[src/rtl/irq_priority_encoder.sv]
// irq_priority_encoder: latches request edges, priority-encodes pending unmasked lines, presents index over valid/ready
// Optional feature macro: IRQ_PRIORITY_ENCODER_OVERFLOW_EN (adds per-line overflow status output)
// Ports:
//   clk        rising-edge clock
//   reset_n    synchronous active-low reset
//   req        level request lines, edge-detected internally
//   mask_wdata new mask value, bit=1 enables the line
//   mask_we    mask write enable
//   out_valid  index presented
//   out_index  binary index of the selected line, lowest index wins
//   out_ready  consumer accepts when out_valid && out_ready
//   pending    pending register for status reads
//   mask       mask register
//   overflow   (macro only) repeated edge seen on an already-pending line
module irq_priority_encoder #(
    parameter int SIZE = 3
) (
    input  logic                 clk,
    input  logic                 reset_n,
    input  logic [2**SIZE-1:0]   req,
    input  logic [2**SIZE-1:0]   mask_wdata,
    input  logic                 mask_we,
    output logic                 out_valid,
    output logic [SIZE-1:0]      out_index,
    input  logic                 out_ready,
    output logic [2**SIZE-1:0]   pending,
    output logic [2**SIZE-1:0]   mask
`ifdef IRQ_PRIORITY_ENCODER_OVERFLOW_EN
    ,
    output logic [2**SIZE-1:0]   overflow
`endif
);
    localparam int W = 2**SIZE;
    localparam logic [0:0] IDLE    = 1'b0;
    localparam logic [0:0] PRESENT = 1'b1;
    logic [0:0]      state;
    logic [W-1:0]    prev_req;
    logic [W-1:0]    rise;
    logic [W-1:0]    clr;
    logic [W-1:0]    cand;
    logic [SIZE-1:0] sel;
    logic            accept;
    assign rise   = req & ~prev_req;
    assign cand   = pending & mask;
    assign accept = out_valid & out_ready;
    always_comb begin
        clr = '0;
        clr[out_index] = accept;
    end
    // Descending scan so the lowest set index is the last assignment and wins.
    always_comb begin
        sel = '0;
        for (int i = W - 1; i >= 0; i--)
            if (cand[i]) sel = SIZE'(i);
    end
    always_ff @(posedge clk) begin
        if (!reset_n) begin
            prev_req <= '0;
            pending  <= '0;
            mask     <= '0;
        end else begin
            prev_req <= req;
            pending  <= rise | (pending & ~clr);
            mask     <= mask_we ? mask_wdata : mask;
        end
    end
    // Once presented, the index is held until accepted: no pre-emption, no withdrawal on mask change.
    always_ff @(posedge clk) begin
        if (!reset_n) begin
            state     <= IDLE;
            out_valid <= 1'b0;
            out_index <= '0;
        end else if (state == IDLE) begin
            if (|cand) begin
                state     <= PRESENT;
                out_valid <= 1'b1;
                out_index <= sel;
            end
        end else if (out_ready) begin
            state     <= IDLE;
            out_valid <= 1'b0;
        end
    end
`ifdef IRQ_PRIORITY_ENCODER_OVERFLOW_EN
    always_ff @(posedge clk) begin
        if (!reset_n) overflow <= '0;
        else          overflow <= (rise & pending & ~clr) | (overflow & ~clr);
    end
`else
    // Repeated edges on a pending line merge into the single pending bit.
`endif
endmodule

[config.mk]
export PLATFORM = sky130hd
export DESIGN_NAME = irq_priority_encoder
export DESIGN_NICKNAME = d
export VERILOG_FILES = /design/src/rtl/irq_priority_encoder.sv
export SDC_FILE = /design/constraint.sdc
export NUM_CORES = 1
export LEC_CHECK = 0
export ABC_AREA = 1
export CAP_MARGIN = 10
export CORE_AREA = 2 2 55 57
export DETAILED_ROUTE_END_ITERATION = 8
export DIE_AREA = 0 0 57 59
export PLACE_DENSITY = 0.76
export SLEW_MARGIN = 15
export SYNTH_ARGS = -nofsm -noshare
export SYNTH_HDL_FRONTEND = slang
export SYNTH_SLANG_ARGS = --single-unit
[constraint.sdc]
create_clock -name clk -period 1.43 [get_ports clk]
set_clock_uncertainty 0.15 [all_clocks]
set_input_delay 0.2145 -clock clk [delete_from_list [all_inputs] [get_ports clk]]
set_output_delay 0.2145 -clock clk [all_outputs]
set_load 0.05 [all_outputs]
==> out/summary.txt, run 1 <==
Largest stage delay, worst path -> 480 ps
Worst relative slew slack -> 0.817
Layout cells sized above 1 -> 0.314
Number of instances in the synthesized netlist -> 141
Worst setup slack after placement -> -164 ps
Slowest-stage cell, CP -> sky130_fd_sc_hd__dfxtp_1
Synth cell types -> 22
Critical path cell sequence -> buf_12
Pleak -> 0.839 nW
Power density over cell area -> 1190 nW/um^2
# diodes -> 0
Final core area utilization -> 0.680
Net switching share of the total power -> 0.331
R2R Path End -> out_index[1]$_SDFFE_PN0P_
Launching point of the worst reg2reg path -> pending[7]$_SDFF_PN0_
Outcome -> finished, final reports clean
Pin slew with the least headroom to its limit -> 274 ps
Synth Area in Adders -> 0
Global-route wire length before repair -> 4880 um
Crit Path Max Fanout -> 6
Syn_area_per_cell -> 7.97 sq um
Leading cell type in the layout, fill and taps excluded -> sky130_fd_sc_hd__nand2_1
Fin crit period -> 1340 ps
Combinational group share of total power -> 0.317
Maximum number of pins on one net before global-route repair -> 15
Vias post-DR -> 1,108
Clock Tree Buf Depth -> 2
Number of hold violations in the final report -> 0
Clock root cell -> sky130_fd_sc_hd__clkbuf_4
Synthesized-area fraction occupied by and/or/nand/nor cells -> 0.252
Initial antenna violation count -> 0
Layout Cell Area excl Fill -> 1840 sq um
Dominant combinational cell family by area after synthesis -> simple AND/OR/NAND/NOR gates
Post-CTS setup buffer count -> 0
Reg2Reg Depth -> 6
Fraction of power consumed by the clock network -> 0.225
Drt via density -> 5.06
Via count of the first global-routing pass -> 1,141
Count of placed standard cells including taps -> 212
Worst setup margin -> 87.5 ps
Peak supply drop -> 0.989 mV
Routability-driven placement congestion ratio -> 0.853
Fraction of the mapped netlist area in compound gates -> 0.166
Total negative slack for setup checks -> 0 ps
Source of the critical timing path -> out_index[1]$_SDFFE_PN0P_
CTS tree -> yes
Path type of the worst setup path -> reg -> out
Count of H-tree levels built during CTS -> 2
Total power -> 2.19 mW
Final setup violation count -> 0
Placeable core region -> 2710 sq um
Final wirelength -> 2840 um
Post-cts gate resize count -> 0
Hold path endpoint -> pending[0]$_SDFF_PN0_
Number of iterations in the first detailed-routing pass -> 4
Count of warnings emitted by yosys -> 0
Launch instance of the worst min-delay path -> prev_req[0]$_SDFF_PN0_
DP Area -> 1790 sq um
Arr. time, crit path -> 980 ps
Initial Util -> 0.415
Element type at the critical path end -> primary output
Family with the most delay on the worst path -> flip-flops
Die span in y -> 59 um
Total of flip-flops plus latches after synthesis -> 29
Portion of netlist area occupied by mux cells -> 0
Final number of max-transition violations -> 0
Final worst-path cycle share -> 0.939
Number of clock sinks -> 29
Final HPWL DP -> 2230 um
Area Growth Syn to Fin -> 64.0%
Max Cap Violations -> 0
Die footprint -> 3360 sq um
Horizontal die dimension -> 57 um
Cell Int Power -> 1.46 mW
Latest clock arrival within the worst-skew pair -> 320 ps
DRC Markers -> 0
Ports -> 40
All-Layer GR Usage -> 0.193
Number of buffers inserted during clock tree synthesis -> 5
Crit path required time -> 1070 ps
Final antenna-violating net count -> 0
Clock slew at reported path FFs -> 80 ps
Setup slack, reg-to-reg -> 120 ps
Area of the mapped netlist -> 1120 sq um
Proportion of synthesized chip area in sequential cells -> 0.517
Synth Area in XOR/XNOR -> 0
Fill cell count -> 205
Psw -> 0.725 mW
Port bufs -> 39
Max Freq -> 745 MHz
Most frequent cells in the layout -> 29 x sky130_fd_sc_hd__nand2_1, 22 x sky130_fd_sc_hd__nor2_1, 20 x sky130_fd_sc_hd__buf_12
Nets@finish -> 208
Hold_ws -> 259 ps
Worst Path Buf+Inv -> 1
Setup repair after global routing missed its margin -> false
Total number of placement rows -> 19
Post-synthesis net count -> 161
Hold crit path type -> reg -> reg
Worst setup SP type -> register
Overflow left after global routing -> 0
Final Instance Count excl. Fillers -> 219
Hold buffer count at cts -> 0
Initial drt markers -> 30
Portion of total power attributed to sequential cells -> 0.457
Worst Hold Path Cells -> 1
Routed length per placed instance -> 13.0 um
## synth_stat cells, drive strengths merged
| cell type | count | share of area |
|---|---|---|
| o22ai | 4 | 0.022 |
| a21oi | 3 | 0.023 |
| dfxtp | 29 | 0.52 |
| o211ai | 1 | 0.0067 |
| o21a | 1 | 0.0067 |
| nand3 | 4 | 0.018 |
| inv | 15 | 0.050 |
| nor2 | 24 | 0.094 |
| clkbuf | 1 | 0.0045 |
| a31oi | 1 | 0.0056 |
| o31ai | 2 | 0.013 |
| buf | 2 | 0.011 |
| o211a | 1 | 0.0089 |
| nand2 | 36 | 0.14 |
| o21ai | 17 | 0.079 |
## metal layers
layer | part of all wire | track usage | vias to the layer above
met5 | 0 | 0 | -
met4 | 0.0081 | 0.0897 | 0
met3 | 0.052 | 0.0677 | 2
met2 | 0.53 | 0.322 | 32
met1 | 0.41 | 0.223 | 529
li1 | - | - | 545
## sequential cells by signal, indices dropped and copies added (netlist names)
name / flops
mask: 8
out_index: 3
out_valid: 1
pending: 8
prev_req: 8
state: 1
## worst max path at each step
stage | end | slack (ps) | cells after the start
after detailed placement | pending[7]$_SDFF_PN0_ | -160 | 6
final | out_index[1] | 90 | 1
after floorplan | pending[6]$_SDFF_PN0_ | 30 | 3
after CTS | out_index[1] | 90 | 1
after global routing | pending[3]$_SDFF_PN0_ | 30 | 5
after global placement | pending[3]$_SDFF_PN0_ | -80 | 6
## final cells by class
class                      instances  area (sq um)  share of cell area
timing repair buffer              43           621               0.337
sequential                        29           603               0.327
multi-input combinational         94           469               0.255
inverter                          15          56.3              0.0305
clock buffer                       7          55.1              0.0299
tap                               31          38.8              0.0210
## logic make-up (layout without fill, tap and decap cells)
group | Yosys count | in the layout
AOI/OAI and AO/OA | 30 | 30
buffers and inverters | 18 | 65
DFF | 29 | 29
and+or+nand+nor | 64 | 64
## power groups by stage
stage          clock [mW]  sequential (mW)  combinational [mW]
2_1_floorplan           0             1.17               0.171
3_3_place_gp            0             1.01               0.680
3_5_place_dp            0             1.02               0.695
4_1_cts             0.497            0.998               0.697
5_1_grt             0.551             1.01               0.736
6_report            0.492             1.00               0.694
(Power assumes the default switching activity.)
==> run 2, diff against run 1 <==
--- a/config.mk
+++ b/config.mk
@@ -10,7 +10,9 @@
 export CORE_AREA = 2 2 55 57
 export DETAILED_ROUTE_END_ITERATION = 8
 export DIE_AREA = 0 0 57 59
+export MAX_ROUTING_LAYER = met4
 export PLACE_DENSITY = 0.76
+export SETUP_SLACK_MARGIN = 0.2
 export SLEW_MARGIN = 15
 export SYNTH_ARGS = -nofsm -noshare
 export SYNTH_HDL_FRONTEND = slang
==> run 2 against run 1 <==
Effect of this change: worst hold slack improved by 1.5 ps; routed wire length is 12% higher; final area is 8.6% higher; largest cell class unchanged; die area did not move; critical path depth is 1 higher; utilization increased by 5.9 points; critical endpoint is now pending[1]; combinational power grew 9.8%; setup slack gained 24 ps; sequential power hardly changed; register-to-register slack improved by 30 ps; cell count is 1.8% higher; total power rose by 2.7%.
==> out/summary.txt, run 2 (synthesis results as in run 1) <==
Total number of placement rows -> 19
Max Cap Violations -> 0
Path type of the worst setup path -> reg -> out
DP Area -> 1830 sq um
Die footprint -> 3360 sq um
Initial drt markers -> 36
Outcome -> finished, final reports clean
Maximum number of pins on one net before global-route repair -> 26
Leading cell type in the layout, fill and taps excluded -> sky130_fd_sc_hd__nand2_1
Final worst-path cycle share -> 0.922
Portion of total power attributed to sequential cells -> 0.448
Worst Hold Path Cells -> 3
Fill cell count -> 196
Routability-driven placement congestion ratio -> 0.867
Power density over cell area -> 1120 nW/um^2
Final wirelength -> 3200 um
CTS tree -> yes
Crit path required time -> 1070 ps
Combinational group share of total power -> 0.339
Area occupied by multi-input gates -> 537 sq um
Initial Util -> 0.415
Final Instance Count excl. Fillers -> 223
Logic depth of the worst setup path including buffers -> 2
Routed length per placed instance -> 14.3 um
All-Layer GR Usage -> 0.200
Final HPWL DP -> 2150 um
Most frequent cells in the layout -> 23 x sky130_fd_sc_hd__nand2_1, 21 x sky130_fd_sc_hd__buf_12, 20 x sky130_fd_sc_hd__nor2_1, 20 x sky130_fd_sc_hd__dfxtp_4, 19 x sky130_fd_sc_hd__clkdlybuf4s50_1
Worst Path Buf+Inv -> 2
Drt via density -> 5.16
Latest clock arrival within the worst-skew pair -> 340 ps
Final number of max-transition violations -> 0
Cell Int Power -> 1.45 mW
Footprint of the flip-flops and latches -> 656 sq um
Critical path cell sequence -> buf_6 > buf_12
Psw -> 0.796 mW
Clock slew at reported path FFs -> 100 ps
Hold_ws -> 260 ps
Fraction of power consumed by the clock network -> 0.213
Net switching share of the total power -> 0.354
Slowest-stage cell, CP -> sky130_fd_sc_hd__dfxtp_4
Area Growth Syn to Fin -> 78.2%
Clock Tree Buf Depth -> 2
Number of clock sinks -> 29
Hold crit path type -> in -> reg
Final core area utilization -> 0.739
Layout cells sized above 1 -> 0.391
# diodes -> 0
Pleak -> 0.919 nW
Horizontal die dimension -> 57 um
Crit Path Max Fanout -> 3
Initial antenna violation count -> 0
DRC Markers -> 0
Count of placed standard cells including taps -> 210
Number of buffers inserted during clock tree synthesis -> 5
Die span in y -> 59 um
Pin slew with the least headroom to its limit -> 234 ps
Reg2Reg Depth -> 6
Final setup violation count -> 0
Worst relative slew slack -> 0.842
Global-route wire length before repair -> 4890 um
Setup repair after global routing missed its margin -> true
Vias post-DR -> 1,151
Max Freq -> 759 MHz
Layout Cell Area excl Fill -> 2000 sq um
Port bufs -> 39
Ports -> 40
Peak supply drop -> 0.910 mV
Clock root cell -> sky130_fd_sc_hd__clkbuf_4
Placeable core region -> 2710 sq um
Worst setup slack after placement -> -164 ps
Family with the most delay on the worst path -> flip-flops
Worst setup margin -> 112 ps
Final antenna-violating net count -> 0
Element type at the critical path end -> primary output
Worst setup SP type -> register
Overflow left after global routing -> 0
Number of hold violations in the final report -> 0
Registers with the most flip-flops -> mask x8, pending x8, prev_req x8
Arr. time, crit path -> 950 ps
Largest stage delay, worst path -> 360 ps
Fin crit period -> 1320 ps
Count of H-tree levels built during CTS -> 2
Nets@finish -> 211
Via count of the first global-routing pass -> 1,108
Number of iterations in the first detailed-routing pass -> 4
## run 2: layout make-up
class / count / area share
tap: 31 / 0.0194
inverter: 15 / 0.0281
timing repair buffer: 46 / 0.331
sequential: 29 / 0.328
clock buffer: 6 / 0.0206
multi-input combinational: 94 / 0.268
clock inverter: 2 / 0.00500
## run 2: power by group through the flow
stage,logic (mW),clock network (mW),registers [mW]
floorplan,0.171,0,1.16
global placement,0.683,0,1.01
detailed placement,0.696,0,1.01
CTS,0.712,0.481,0.993
global route,0.804,0.522,1.02
finish,0.762,0.478,1.00
## run 2: path summary, 6_finish.rpt
| check | from | to | slack [ps] |
|---|---|---|---|
| max | pending[1]$_SDFF_PN0_ | pending[1] | 110 |
| min | req[2] | prev_req[2]$_SDFF_PN0_ | 260 |
| min reg2reg | prev_req[0]$_SDFF_PN0_ | pending[0]$_SDFF_PN0_ | 270 |
| max reg2reg | pending[2]$_SDFF_PN0_ | out_index[1]$_SDFFE_PN0P_ | 150 |
## run 2: stage by stage
step | setup TNS [ps] | power [mW]
after floorplan | 0 | 1.33
after global placement | -187 | 1.69
after detailed placement | -443 | 1.71
after CTS | 0 | 2.19
after global routing | 0 | 2.34
final | 0 | 2.24
## run 2: timing repair
action	4_1_cts	5_1_grt
endpoints found under the hold margin	0	0
setup endpoints to repair	9	27
hold buffers	0	0
buffers inserted	1	4
resized for setup	7	15
pin swaps	3	7
## run 2: worst reg2reg max path: stages (launching register included)
cell,delay (ps)
sky130_fd_sc_hd__dfxtp_4,400
sky130_fd_sc_hd__nand2_4,70
sky130_fd_sc_hd__nand2_4,80
sky130_fd_sc_hd__nor2_4,50
sky130_fd_sc_hd__a21oi_4,220
sky130_fd_sc_hd__o21a_1,160
sky130_fd_sc_hd__nor2_1,40
## run 2: layer usage
metal	track usage	wire length [um]
met4	0.143	60
met3	0.0524	170
met5	-	0
met1	0.218	1300
met2	0.317	1670
